`src/rtl/imem_instr_encoder.sv`:
```
// Instruction-memory loader: packs RV32I field descriptors into machine words
// and writes them sequentially while holding the core in reset.
module imem_instr_encoder #(
  parameter int unsigned DEPTH = 256,
  parameter int unsigned AW    = 8
) (
  input  logic          clk,
  input  logic          reset,
  input  logic          start,
  input  logic          in_valid,
  output logic          in_ready,
  input  logic [2:0]    in_fmt,
  input  logic [6:0]    in_op,
  input  logic [4:0]    in_rd,
  input  logic [4:0]    in_rs1,
  input  logic [4:0]    in_rs2,
  input  logic [2:0]    in_funct3,
  input  logic [6:0]    in_funct7,
  input  logic [31:0]   in_imm,
  input  logic          in_last,
  output logic          mem_we,
  output logic [AW-1:0] mem_addr,
  output logic [31:0]   mem_wdata,
  output logic          cpu_hold,
  output logic          busy,
  output logic          done,
  output logic          err_illegal,
  output logic          err_ovf
);

  localparam int unsigned CW = AW + 1;

  localparam logic [6:0] OP_R      = 7'b0110011;
  localparam logic [6:0] OP_LOAD   = 7'b0000011;
  localparam logic [6:0] OP_IMM    = 7'b0010011;
  localparam logic [6:0] OP_STORE  = 7'b0100011;
  localparam logic [6:0] OP_BRANCH = 7'b1100011;
  localparam logic [6:0] OP_JAL    = 7'b1101111;

  typedef enum logic [1:0] {
    IDLE  = 2'd0,
    LOAD  = 2'd1,
    DRAIN = 2'd2,
    DONE  = 2'd3
  } state_t;

  state_t        state_q, state_d;
  logic [CW-1:0] cnt;
  logic [31:0]   enc_word;
  logic          fmt_legal;
  logic          accept;
  logic          wr_c;
  logic          at_top;
  logic          load_entry;
  logic          ovf_set;
  logic          illegal_set;
  logic          imm_unused;

  // Immediate bits above the widest (J-type) field never reach the word.
  assign imm_unused = ^in_imm[31:21];

  // Pack descriptor fields and check the format/opcode pairing.
  always_comb begin
    enc_word  = '0;
    fmt_legal = 1'b0;
    case (in_fmt)
      3'd0: begin
        enc_word  = {in_funct7, in_rs2, in_rs1, in_funct3, in_rd, in_op};
        fmt_legal = (in_op == OP_R);
      end
      3'd1: begin
        enc_word  = {in_imm[11:0], in_rs1, in_funct3, in_rd, in_op};
        fmt_legal = (in_op == OP_LOAD) || (in_op == OP_IMM);
      end
      3'd2: begin
        enc_word  = {in_imm[11:5], in_rs2, in_rs1, in_funct3, in_imm[4:0], in_op};
        fmt_legal = (in_op == OP_STORE);
      end
      3'd3: begin
        enc_word  = {in_imm[12], in_imm[10:5], in_rs2, in_rs1, in_funct3,
                     in_imm[4:1], in_imm[11], in_op};
        fmt_legal = (in_op == OP_BRANCH);
      end
      3'd4: begin
        enc_word  = {in_imm[20], in_imm[10:1], in_imm[11], in_imm[19:12], in_rd, in_op};
        fmt_legal = (in_op == OP_JAL);
      end
      default: begin
        enc_word  = '0;
        fmt_legal = 1'b0;
      end
    endcase
  end

  // Handshake and write qualification; in_ready is only ever high in LOAD.
  assign accept      = in_valid & in_ready;
  assign wr_c        = accept & fmt_legal;
  assign at_top      = (cnt == CW'(DEPTH - 1));
  assign ovf_set     = wr_c & at_top & ~in_last;
  assign illegal_set = accept & ~fmt_legal;

  // State register.
  always_ff @(posedge clk or posedge reset) begin
    if (reset) state_q <= IDLE;
    else       state_q <= state_d;
  end

  // Next-state logic; the last legal write or an overflow write drains for one cycle.
  always_comb begin
    state_d    = state_q;
    load_entry = 1'b0;
    case (state_q)
      IDLE, DONE: begin
        if (start) begin
          state_d    = LOAD;
          load_entry = 1'b1;
        end
      end
      LOAD: begin
        if (accept) begin
          if (in_last)      state_d = fmt_legal ? DRAIN : DONE;
          else if (ovf_set) state_d = DRAIN;
        end
      end
      DRAIN:   state_d = DONE;
      default: state_d = IDLE;
    endcase
  end

  // Registered outputs, write port and word counter.
  always_ff @(posedge clk or posedge reset) begin
    if (reset) begin
      in_ready    <= 1'b0;
      mem_we      <= 1'b0;
      mem_addr    <= '0;
      mem_wdata   <= '0;
      cpu_hold    <= 1'b1;
      busy        <= 1'b0;
      done        <= 1'b0;
      err_illegal <= 1'b0;
      err_ovf     <= 1'b0;
      cnt         <= '0;
    end else begin
      in_ready <= (state_d == LOAD);
      busy     <= (state_d == LOAD) || (state_d == DRAIN);
      done     <= (state_d == DONE);
      cpu_hold <= (state_d != DONE);
      mem_we   <= wr_c;
      if (wr_c) begin
        mem_addr  <= cnt[AW-1:0];
        mem_wdata <= enc_word;
        cnt       <= cnt + CW'(1);
      end
      if (illegal_set) err_illegal <= 1'b1;
      if (ovf_set)     err_ovf     <= 1'b1;
      if (load_entry) begin
        cnt         <= '0;
        err_illegal <= 1'b0;
        err_ovf     <= 1'b0;
      end
    end
  end

endmodule

```
`config.mk`:
```
export PLATFORM = sky130hd
export DESIGN_NAME = imem_instr_encoder
export DESIGN_NICKNAME = d
export VERILOG_FILES = /design/src/rtl/imem_instr_encoder.sv
export SDC_FILE = /design/constraint.sdc
export NUM_CORES = 1
export LEC_CHECK = 0
export CORE_MARGIN = 1
export CORE_UTILIZATION = 44
export DETAILED_ROUTE_END_ITERATION = 10
export PLACE_DENSITY = 0.81
export SYNTH_ARGS = -nofsm -noshare
export SYNTH_HDL_FRONTEND = slang
export SYNTH_SLANG_ARGS = --single-unit
```
`constraint.sdc`:
```
create_clock -name clk -period 2.5 [get_ports clk]
set_input_delay 0.5 -clock clk [delete_from_list [all_inputs] [get_ports clk]]
set_output_delay 0.5 -clock clk [all_outputs]
set_load 0.01 [all_outputs]
```
# [After elaboration in Yosys (flattened, before gate mapping)]
# Cells that the tools add are included.
[totals] reg_bits=58 inputBits=72 out_inout_bits=47
[op_classes] add_sub_neg=1 mux=16 bitwise_logic=7 reduce_logical=8 eq_ne=18
[ops] op="one-hot mux 32 bit (5 select lines)" n=1
[ops] op="two-way mux 9 bit" n=2
[ops] op="equality test 7 x 6 -> 1 bit, second input constant" n=2
[ops] op="equality test 7 bit, second input constant" n=2
[ops] op="adder 9 x 1 -> 9 bit, second input constant" n=1
[ops] op="equality test 9 x 8 -> 1 bit, second input constant" n=1
[ops] op="equality test 2 bit, second input constant" n=4
[ops] op="two-way mux 2 bit" n=4
[ops] op="equality test 7 x 2 -> 1 bit, second input constant" n=1
[ops] op="equality test 7 x 5 -> 1 bit, second input constant" n=1
[ops] op="two-way mux 1 bit" n=7
[ops] op="equality test 3 x 2 -> 1 bit, second input constant" n=2
[ops] op="one-hot mux 2 bit (3 select lines)" n=1
[ops] op="nonzero test 2 bit" n=3
[ops] op="AND 1 bit" n=5
[ops] op="one-hot mux 1 bit (5 select lines)" n=1
[ops] op="equality test 2 x 1 -> 1 bit, second input constant" n=2
[ops] op="equality test 3 x 1 -> 1 bit, second input constant" n=1
[ops] op="equality test 3 bit, second input constant" n=1
[ops] op="logical NOT 3 bit" n=1
[ops] op="logical NOT 2 bit" n=1
[ops] op="logical OR 1 bit" n=2
[ops] op="inequality test 2 bit, second input constant" n=1
[ops] op="inverter 1 bit" n=2
[ops] op="OR reduction 2 bit" n=1

# [Longest topological paths before layout]
# Gate-level depths: netlist of the first run.
[logic_depth] ltp_word=12 depth_mapped=14 mapped_depth_nobuf=11

# [Worst setup path after synthesis of the first run]
# No wires, ideal clock.
[synth_path] kind="input to register" from="input in_fmt[2]" to="register busy" arrival_time_ps=2848 n_path_buf=4 slack_ps=-474 required_ps=2374 stages=13 cell_sequence="clkbuf_1 clkbuf_1 and2_1 ha_1 nor2_1 nand4_1 o21ai_1 o21bai_1 buf_2 clkbuf_1 o221ai_1 nand2_1 ha_1"
[synth_between] elab_chain_len=11 word_cells_on_any_way=17 classes_between="6 x eq/ne; 6 x mux; 3 x bitwise; 2 x reduce/logical"
[synth_lines] item="from (decl)" line_no="12" source="input logic [2:0] in_fmt,"
[synth_lines] item="equality test 3 bit (tied with other cells)" line_no="66" source="case (in_fmt)"
[synth_lines] item="one-hot mux 1 bit (5 select lines) (*)" line_no="66"
[synth_lines] item="AND 1 bit" line_no="97" source="assign wr_c = accept & fmt_legal;"
[synth_lines] item="AND 1 bit (2 in series)" line_no="99" source="assign ovf_set = wr_c & at_top & ~in_last;"
[synth_lines] item="two-way mux 2 bit" line_no="122" source="else if (ovf_set) state_d = DRAIN;"
[synth_lines] item="two-way mux 2 bit (*)" line_no="121" source="if (in_last) state_d = fmt_legal ? DRAIN : DONE;"
[synth_lines] item="two-way mux 2 bit (*)" line_no="120" source="if (accept) begin"
[synth_lines] item="one-hot mux 2 bit (3 select lines) (*)" line_no="112" source="case (state_q)"
[synth_lines] item="via state_d[0]" line_no="47" source="state_t state_q, state_d;"
[synth_lines] item="equality test 2 x 1 -> 1 bit / equality test 2 bit (equally long branches)" line_no="145" source="busy <= (state_d == LOAD) || (state_d == DRAIN);"
[synth_lines] item="logical OR 1 bit (*)" line_no="145"
[synth_lines] item="to (signal assigned)" line_no="145"
[synth_lines] item="to (decl)" line_no="25" source="output logic busy,"
# The timed path passes the listed nets; every way through them passes the cells marked *.
# A chain may end at the register's enable or synchronous reset.

# [Worst setup path in the final report of the first run]
[layout_path] from="input in_op[2]" to="register cnt[5]"
[layout_between] elab_chain_len=5 word_cells_on_any_way=10 classes_between="6 x eq/ne; 1 x mux; 1 x bitwise; 2 x reduce/logical"
[layout_lines] item="from (decl)" line_no="13" source="input logic [6:0] in_op,"
[layout_lines] item="equality test 7 x 2 -> 1 bit / equality test 7 x 5 -> 1 bit (equally long branches)" line_no="73" source="fmt_legal = (in_op == OP_LOAD) || (in_op == OP_IMM);"
[layout_lines] item="logical OR 1 bit" line_no="73"
[layout_lines] item="one-hot mux 1 bit (5 select lines) (*)" line_no="66"
[layout_lines] item="AND 1 bit (*)" line_no="97"
[layout_lines] item="nonzero test 2 bit (no source line) (*)"
[layout_lines] item="to (signal assigned)" line_no="152" source="cnt <= cnt + CW'(1);"
[layout_lines] item="to (decl)" line_no="48" source="logic [CW-1:0] cnt;"
# Mark *: on every way between the ends. The rest lies on a longest branch, timed or not.

==> results.json, run 1 <==
{
  "clock_latency_ps": 330,
  "status": "complete, but fails checks",
  "dr_wl_met3_um": 455,
  "synth_cells": 332,
  "place.detailed.hpwl_mm": 5.70,
  "fin_crit_sh_pct": 93.9,
  "io_buffers": 107,
  "synthMuxAreaShare_pct": 3.35,
  "maxCapViolations": 0,
  "antenna_found_initial": 0,
  "die_y_um": 84.5,
  "first_pass_iters": 7,
  "cts_root_buf": "clkbuf_8",
  "p_int_w": 0.00191,
  "timing.rr.end": "busy",
  "violations": "DRC",
  "combPwrFrac_pct": 25.4,
  "final-max-slew-violation-count": 0,
  "fin_util_pct": 71.0,
  "diodes": 0,
  "synth_top_family_by_area": "compound AO/OA/AOI/OAI gates",
  "htree_levels": 3,
  "synth_enable_flop_cells": 0,
  "synthXorXnorAreaFrac_pct": 0.586,
  "via_per_inst": 5.37,
  "cts_buffers": 9,
  "wire_per_inst_um": 14.8,
  "grt_pass1_wl_mm": 13.2,
  "synth_adder_area_share_pct": 3.76,
  "synthesis.area_um2": 2990,
  "drc": 8,
  "met2_length_mm": 3.81,
  "cts_sinks": 58,
  "track_usage_pct": 23.6,
  "setup_viol_count_final": 0,
  "r2r_start": "state_q[0]",
  "maxSlewHeadroom_pct": 68.4,
  "arrival_ps": 2610,
  "synth-compound-area-share_pct": 20.0,
  "rows": 29,
  "grt_max_degree": 52,
  "top_layer": "met4",
  "synth-seq-cells": 58,
  "yosysTopAreaCell": "dfrtp_1",
  "first_global_vias": 2786,
  "crit_start": "in_op[2]",
  "clockPowerShare_pct": 34.0,
  "ir_worst_vdd_v": 0.000460,
  "cts_tree": "yes",
  "start_util_pct": 46.3,
  "r2r_cells": 6,
  "critPathKind": "input port to flop",
  "leakagePower_nw": 1.96,
  "timing.critical_path.from_type": "input port",
  "ys_types": 42,
  "setup_slack_ps": 153,
  "switching_share_pct": 27.8,
  "nFillCells": 520,
  "die_w_um": 84.5,
  "ys_warn_count": 0,
  "core_um2": 6460,
  "ys_async_sr_fraction_pct": 100,
  "cp.required_ps": 2760,
  "routed_wl_mm": 7.87,
  "crit_path_end": "cnt[5]",
  "yosys.area_share.simple_pct": 19.6,
  "yosys-top-cells-area": "dfrtp_1, nand2_1, o21ai_0",
  "ant_nets": 0,
  "cp-end-kind": "flop",
  "cts.path.max_buffers": 2,
  "drive_above_1_share_pct": 14.8,
  "syn_nets": 413,
  "p_seq_share_pct": 40.5,
  "skew_ps": 9.25,
  "die-area_um2": 7130,
  "wl_met1_mm": 3.48,
  "rrSetupSlack_ps": 570,
  "nets": 530,
  "net-switching-power_w": 0.000738,
  "holdBufCountCts": 0,
  "hp-class": "flop to flop",
  "syn_area_per_cell_um2": 9.01,
  "seq_area_frac_synth_pct": 48.6,
  "clkTransAtPathRegs_ps": 70,
  "netlist.area_leader.share_pct": 47.7,
  "drt-initial-drc-count": 179,
  "num_vias": 2852,
  "dp_slack_ps": -448,
  "worst-path-max-fanout": 8,
  "rsz0062_at_grt": "false",
  "power_density_nw_per_um2": 579,
  "worst_pin_slew_ps": 473,
  "grt-ovfl-total": 0,
  "hold_violations": 0,
  "area_delta_synth_final_pct": 53.2,
  "place.gp.congestion": 0.774,
  "fmax_mhz": 426,
  "ys.flop_type": "dfrtp_1",
  "io_pins": 119,
  "period_needed_ps": 2350
}
## power by group through the flow
stage	Combinational (W)	Sequential [W]	Clock (W)
after floorplan	0.000305	0.00112	0
after global placement	0.000636	0.00109	0
after detailed placement	0.000666	0.00109	0
after CTS	0.000672	0.00107	0.000918
final	0.000675	0.00107	0.000902
after global routing	0.000752	0.00108	0.000954
## critical path, stage by stage
cell,delay [ps]
clkdlybuf4s50_1,550
ha_4,230
nor2_2,90
nand4_1,170
o21ai_2,270
o21bai_4,130
or4_1,520
a21oi_1,150
## metal layers
layer	vias up	GRT usage (%)
met5	-	0
met4	0	9.71
met3	11	5.51
met2	82	38.9
met1	1358	30.1
li1	1401	-
## area by class of cell
type	instances	area [um^2]	share of cell area [%]
tap	77	96.3	2.10
inverter	8	30.0	0.655
sequential	58	1450	31.7
multi-input combinational	244	1530	33.3
clock buffer	14	173	3.77
timing repair buffer	128	1270	27.7
clock inverter	2	35.0	0.764
## registers in the layout, summed over array words and instances (netlist names)
signal	flops
in_ready	1
state_q	2
mem_we	1
mem_wdata	32
err_illegal	1
err_ovf	1
cpu_hold	1
cnt	9
done	1
busy	1
mem_addr	8
## logic make-up (layout without fill, tap and decap cells)
group | Yosys count | in the layout
buf+inv | 30 | 152
flops | 58 | 58
mux | 9 | 9
simple gates | 121 | 121
compound gates | 103 | 103
xor+xnor | 2 | 2
fa+ha+maj | 9 | 9
## metrics by stage
step / std cells / hold WS [ps] / setup TNS (ps) / power [W] / cell area, um^2
after floorplan: 332 / 469 / -86.5 / 0.00142 / 3090
after global placement: 511 / 451 / -12290 / 0.00172 / 4280
after detailed placement: 511 / 452 / -15590 / 0.00176 / 4280
after CTS: 529 / 471 / 0 / 0.00266 / 4510
after global routing: 531 / 500 / 0 / 0.00279 / 4580
final: 531 / 469 / 0 / 0.00265 / 4580
## synthesized netlist by cell type, types with 2 or more instances
library cell / number
nand2_1: 61
dfrtp_1: 57
o21ai_0: 42
a21oi_1: 23
nor2b_1: 19
a31oi_1: 16
clkbuf_1: 12
nor2_1: 12
ha_1: 9
inv_1: 8
mux2_2: 8
nand3_1: 8
o22a_1: 7
buf_2: 6
a22oi_1: 5
buf_1: 3
o31ai_1: 3
or3_1: 3
a211oi_1: 2
and2_1: 2
and3_1: 2
nand2b_1: 2
nand4b_1: 2
or4_1: 2
## how the worst min path moves through the flow
stage	startpoint	slack, ps	cells after the start	to
after floorplan	cnt[8]	470	2	cnt[8]
after global placement	mem_wdata[1]	450	1	mem_wdata[1]
after detailed placement	mem_wdata[0]	450	1	mem_wdata[0]
after CTS	mem_wdata[0]	470	1	mem_wdata[0]
after global routing	mem_wdata[1]	500	1	mem_wdata[1]
final	mem_wdata[1]	470	1	mem_wdata[1]
## cell usage in the layout, fill, tap and decap left out, drive strengths merged, types with 2 or more instances in the layout
master         instances
a211oi                 2
a21oi                 23
a22oi                  5
a31oi                 16
and2                   2
and3                   2
buf                   21
clkbuf                14
clkdlybuf4s50        104
dfrtp                 57
dlymetal6s2s           3
ha                     9
inv                    8
mux2                   8
nand2                 61
nand2b                 2
nand3                  8
nand4b                 2
nor2                  12
nor2b                 20
nor3                   2
o21ai                 43
o22a                   7
o31ai                  3
or3                    3
or4                    2
## repair_timing
item                                    CTS  global route
buffers inserted                          2             2
pin swaps                                 2             5
endpoints found under the setup margin   13            43
resized for setup                         3            16
Note: power is estimated with default switching activity, not from simulation.
==> inputs of run 2 (changes only) <==
--- a/config.mk
+++ b/config.mk
@@ -5,9 +5,9 @@
 export SDC_FILE = /design/constraint.sdc
 export NUM_CORES = 1
 export LEC_CHECK = 0
-export CORE_MARGIN = 1
 export CORE_UTILIZATION = 44
 export DETAILED_ROUTE_END_ITERATION = 10
+export GPL_TIMING_DRIVEN = 0
 export PLACE_DENSITY = 0.81
 export SYNTH_ARGS = -nofsm -noshare
 export SYNTH_HDL_FRONTEND = slang
==> run 2 against run 1 <==
Effect of this change: sequential power about the same; total power rose by 4.5%; final cell count grew 3.2%; global-route usage is 2.2 points higher; non-clock buffer count grew 17; via count is 6.7% higher; wire length increased by 11%; worst hold slack got worse by 2.6 ps; the flow still finishes with violations (DRC).
==> results.json, run 2 (same netlist as run 1, synthesis figures left out) <==
{
  "wire_per_inst_um": 16.0,
  "final-max-slew-violation-count": 0,
  "reg.largest.list": "mem_wdata (32), cnt (9), mem_addr (8)",
  "diodes": 0,
  "crit_start": "in_fmt[1]",
  "drive_above_1_share_pct": 14.4,
  "grt-ovfl-total": 0,
  "track_usage_pct": 25.8,
  "timing.critical_path.from_type": "input port",
  "routed_wl_mm": 8.75,
  "multi_input_area_um2": 1510,
  "min_path_cells": 1,
  "fin_crit_sh_pct": 94.6,
  "clkTransAtPathRegs_ps": 60,
  "nets": 547,
  "ant_nets": 0,
  "violations": "DRC",
  "die_y_um": 84.5,
  "r2r_start": "state_q[0]",
  "antenna_found_initial": 0,
  "fin_area_um2": 4640,
  "first_global_vias": 3049,
  "cts_sinks": 58,
  "start_util_pct": 46.3,
  "critPathKind": "input port to flop",
  "largest_reg_flops": 32,
  "whs_ps": 467,
  "cts_tree": "yes",
  "die_w_um": 84.5,
  "core_um2": 6460,
  "io_pins": 119,
  "r2r_cells": 6,
  "cts.path.max_buffers": 2,
  "grt_max_degree": 33,
  "ir_worst_vdd_v": 0.000416,
  "grt_pass1_wl_mm": 14.3,
  "maxCapViolations": 0,
  "power_density_nw_per_um2": 597,
  "via_per_inst": 5.55,
  "fmax_mhz": 423,
  "htree_levels": 3,
  "dpl_cell_area_um2": 4280,
  "fin_util_pct": 71.9,
  "worst_pin_slew_ps": 611,
  "num_vias": 3043,
  "mostFrequentLayoutCell": "clkdlybuf4s50_1",
  "leakagePower_nw": 1.98,
  "drt-initial-drc-count": 192,
  "regMostFlops": "mem_wdata",
  "hold_violations": 0,
  "seqCellArea_um2": 1450,
  "place.gp.congestion": 0.843,
  "period_needed_ps": 2370,
  "clock_latency_ps": 340,
  "cp-end-kind": "flop",
  "hold_path.startpoint": "mem_wdata[1]",
  "holdBufCountCts": 0,
  "final_cell_mix": "clkdlybuf4s50_1, nand2_1, dfrtp_1, o21ai_0, a21oi_1",
  "nFillCells": 490,
  "cp.required_ps": 2720,
  "worst-path-max-fanout": 10,
  "rows": 29,
  "arrival_ps": 2590,
  "area_delta_synth_final_pct": 55.1,
  "die-area_um2": 7130,
  "place.detailed.hpwl_mm": 6.31,
  "rsz0062_at_grt": "false",
  "cts_buffers": 9,
  "status": "complete, but fails checks",
  "maxSlewHeadroom_pct": 59.2,
  "skew_ps": 7.51,
  "setup_viol_count_final": 0,
  "hp-class": "flop to flop",
  "io_buffers": 107,
  "first_pass_iters": 7,
  "cts_root_buf": "clkbuf_8",
  "drc": 8
}
==> run 2: worst paths after layout <==
| kind | end | slack (ps) |
|---|---|---|
| worst max-delay path | done | 130 |
| worst min-delay path | mem_wdata[1] | 470 |
| worst max register to register | busy | 590 |
| worst min register to register | mem_wdata[1] | 470 |
| max in group asynchronous | cpu_hold | 1290 |
| min in group asynchronous | busy | 560 |
==> run 2: routing by layer <==
layer	global-route usage (%)	routed length, um	vias to the layer above
li1	-	-	1437
met1	31.9	3810	1464
met2	42.3	4120	120
met3	7.37	578	22
met4	11.6	242	0
met5	0	0	-
==> run 2: report_power, final <==
part	leakage, nW	total (W)	internal, W	switching (W)
Clock	0.103	0.000961	0.000589	0.000372
Sequential	0.795	0.00108	0.00102	0.0000526
Combinational	1.08	0.000733	0.000378	0.000355
==> run 2: cell type report <==
cell class / count / area share [%]
well taps: 77 / 2.08
clock inverters: 4 / 1.62
flip-flops and latches: 58 / 31.3
multi-input cells: 244 / 32.5
inverters: 8 / 0.647
clock buffers: 12 / 3.13
plain buffers: 21 / 2.80
repair buffers: 124 / 26.0
==> run 2: through the flow <==
step	instances	power (W)	TNS [ps]	setup WS (ps)
6_report	548	0.00277	0	134
5_1_grt	548	0.00290	0	5.91
4_1_cts	542	0.00277	0	8.59
3_5_place_dp	517	0.00176	-45920	-990
3_3_place_gp	516	0.00172	-71190	-911
2_1_floorplan	332	0.00142	-86.5	-36.0
==> run 2: timing repair <==
item	CTS	global route
pin swaps	2	3
setup endpoints to repair	57	40
cloned	0	1
buffers inserted	9	6
gates resized for setup	13	16
==> run 2: worst max-delay path: stages <==
cell      delay (ps)
clkbuf_2         130
nor2_4           120
and2_4           180
ha_4             200
nor2_4            90
nand4_1          110
buf_4            170
o21ai_2          140
o21bai_2         100
buf_4            170
clkbuf_8         170
o221ai_4         190
nand2_4          100
ha_1             220
==> inputs of run 3 (changes only) <==
--- a/config.mk
+++ b/config.mk
@@ -5,6 +5,7 @@
 export SDC_FILE = /design/constraint.sdc
 export NUM_CORES = 1
 export LEC_CHECK = 0
+export CORE_MARGIN = 4
 export CORE_UTILIZATION = 44
 export DETAILED_ROUTE_END_ITERATION = 10
 export GPL_TIMING_DRIVEN = 0
==> run 3 against run 2 <==
Effect of this change: the run now ends clean; largest cell class unchanged; die area is 15% higher; global-route usage is 4.1 points lower; clock power is 8.7% lower; wire length is 0.15% higher; sequential cell count stayed put; first-iteration DRC count is 27% lower; cell area is 3.0% lower; total power is 5.3% lower; critical path depth is 1 lower; via count is 2.8% lower.
==> results.json, run 3 (same netlist as run 1, synthesis figures left out) <==
{
  "status": "finished, final reports clean",
  "critPathKind": "input port to flop",
  "leakagePower_nw": 1.91,
  "period_needed_ps": 2350,
  "first_pass_iters": 5,
  "worst_pin_slew_ps": 601,
  "drc": 0,
  "maxSlewHeadroom_pct": 59.9,
  "routed_wl_mm": 8.76,
  "maxCapViolations": 0,
  "ant_nets": 0,
  "die-area_um2": 8180,
  "cp-end-kind": "flop",
  "seqCellArea_um2": 1450,
  "rows": 29,
  "cts_buffers": 9,
  "ir_worst_vdd_v": 0.000502,
  "final-max-slew-violation-count": 0,
  "io_buffers": 107,
  "core_um2": 6460,
  "cp.required_ps": 2780,
  "clock_latency_ps": 340,
  "dp_slack_ps": -953,
  "worst-path-max-fanout": 19,
  "fin_crit_sh_pct": 93.9,
  "arrival_ps": 2630,
  "power_density_nw_per_um2": 583,
  "stdcell_count": 535,
  "area_delta_synth_final_pct": 50.5,
  "setup_viol_count_final": 0,
  "timing.critical_path.from_type": "input port",
  "drt-initial-drc-count": 140,
  "mostFrequentLayoutCell": "clkdlybuf4s50_1",
  "nFillCells": 521,
  "num_vias": 2959,
  "via_per_inst": 5.53,
  "drive_above_1_share_pct": 12.2,
  "fmax_mhz": 426,
  "wire_per_inst_um": 16.4,
  "place_inst": 517,
  "reg.largest.list": "mem_wdata (32), cnt (9), mem_addr (8)",
  "grt_pass1_wl_mm": 14.2,
  "largest_reg_flops": 32,
  "die_w_um": 90.5,
  "finalSetupTns_ps": 0,
  "grt_max_degree": 33,
  "regMostFlops": "mem_wdata",
  "cts.path.max_buffers": 2,
  "rsz0062_at_grt": "false",
  "fin_util_pct": 69.7,
  "clkTransAtPathRegs_ps": 60,
  "nets": 534,
  "die_y_um": 90.5,
  "final_cell_mix": "clkdlybuf4s50_1, nand2_1, dfrtp_1, o21ai_0, a21oi_1",
  "first_global_vias": 2921,
  "diodes": 0,
  "place.gp.congestion": 0.832,
  "hp-class": "flop to flop",
  "cts_root_buf": "clkbuf_8",
  "grt-ovfl-total": 0,
  "io_pins": 119,
  "crit_path_cell_trace": "buf_4 -> clkbuf_16 -> and2_4 -> ha_4 -> nor2_2 -> nand4_1 -> nor3_2 -> o21bai_2 -> buf_6 -> clkbuf_8 -> o221ai_2 -> nand2_2 -> ha_4",
  "multi_input_area_um2": 1490,
  "htree_levels": 3,
  "skew_ps": 6.16,
  "setup_slack_ps": 153,
  "slowest_delay_ps": 280,
  "hold_violations": 0,
  "cts_sinks": 58,
  "place.detailed.hpwl_mm": 6.57,
  "track_usage_pct": 21.7,
  "cts_tree": "yes",
  "critPathSlowestCell": "ha_4",
  "antenna_found_initial": 0,
  "path_common_cell": "ha_4",
  "start_util_pct": 46.3,
  "whs_ps": 467
}
run 3: final timing paths:
check | start | end | slack [ps] | depth (start not counted)
setup / recovery | in_fmt[2] | busy | 150 | 13
hold / removal | mem_wdata[1] | mem_wdata[1] | 470 | 1
setup reg to reg | state_q[0] | busy | 620 | 6
hold reg to reg | mem_wdata[1] | mem_wdata[1] | 470 | 1
max in group asynchronous | reset | mem_wdata[2] | 1360 | 3
min in group asynchronous | reset | mem_wdata[13] | 560 | 2
run 3: per-stage QoR:
step	power, W	area (um^2)
CTS	0.00264	4490
global route	0.00277	4500
detailed placement	0.00176	4280
global placement	0.00172	4260
finish	0.00262	4500
floorplan	0.00142	3090
run 3: repair_timing:
action                                  in CTS  in global routing
gates cloned                                 0                  1
hold buffers                                 0                  0
resized for setup                           10                 15
endpoints found under the setup margin      57                 34
buffers inserted                             1                  1
pin swaps                                    2                  3
run 3: critical path, delay by kind of cell:
kind	cells	cell delay, ps
adder cells (fa/ha/maj)	2	490
AO/OA/AOI/OAI	2	250
AND/OR/NAND/NOR	5	770
buffers and inverters	4	610
run 3: layout make-up:
type | count | area share [%]
multi-input cells | 244 | 33.1
well taps | 77 | 2.14
inverters | 8 | 0.667
plain buffers | 21 | 2.92
clock buffers | 13 | 3.53
repair buffers | 111 | 24.5
flip-flops and latches | 58 | 32.3
clock inverters | 3 | 0.889
run 3: metal layers:
metal  GRT usage [%]  vias up  wire (um)
li1                -     1409          -
met4            10.7        0        234
met2            34.7      136       4110
met1            27.0     1395       3660
met5               0        -          0
met3            6.00       19        759
run 3: report_power, final:
group          internal, W  switching [W]  total, W
sequential         0.00102      0.0000507   0.00108
clock             0.000512       0.000365  0.000877
combinational     0.000341       0.000330  0.000671
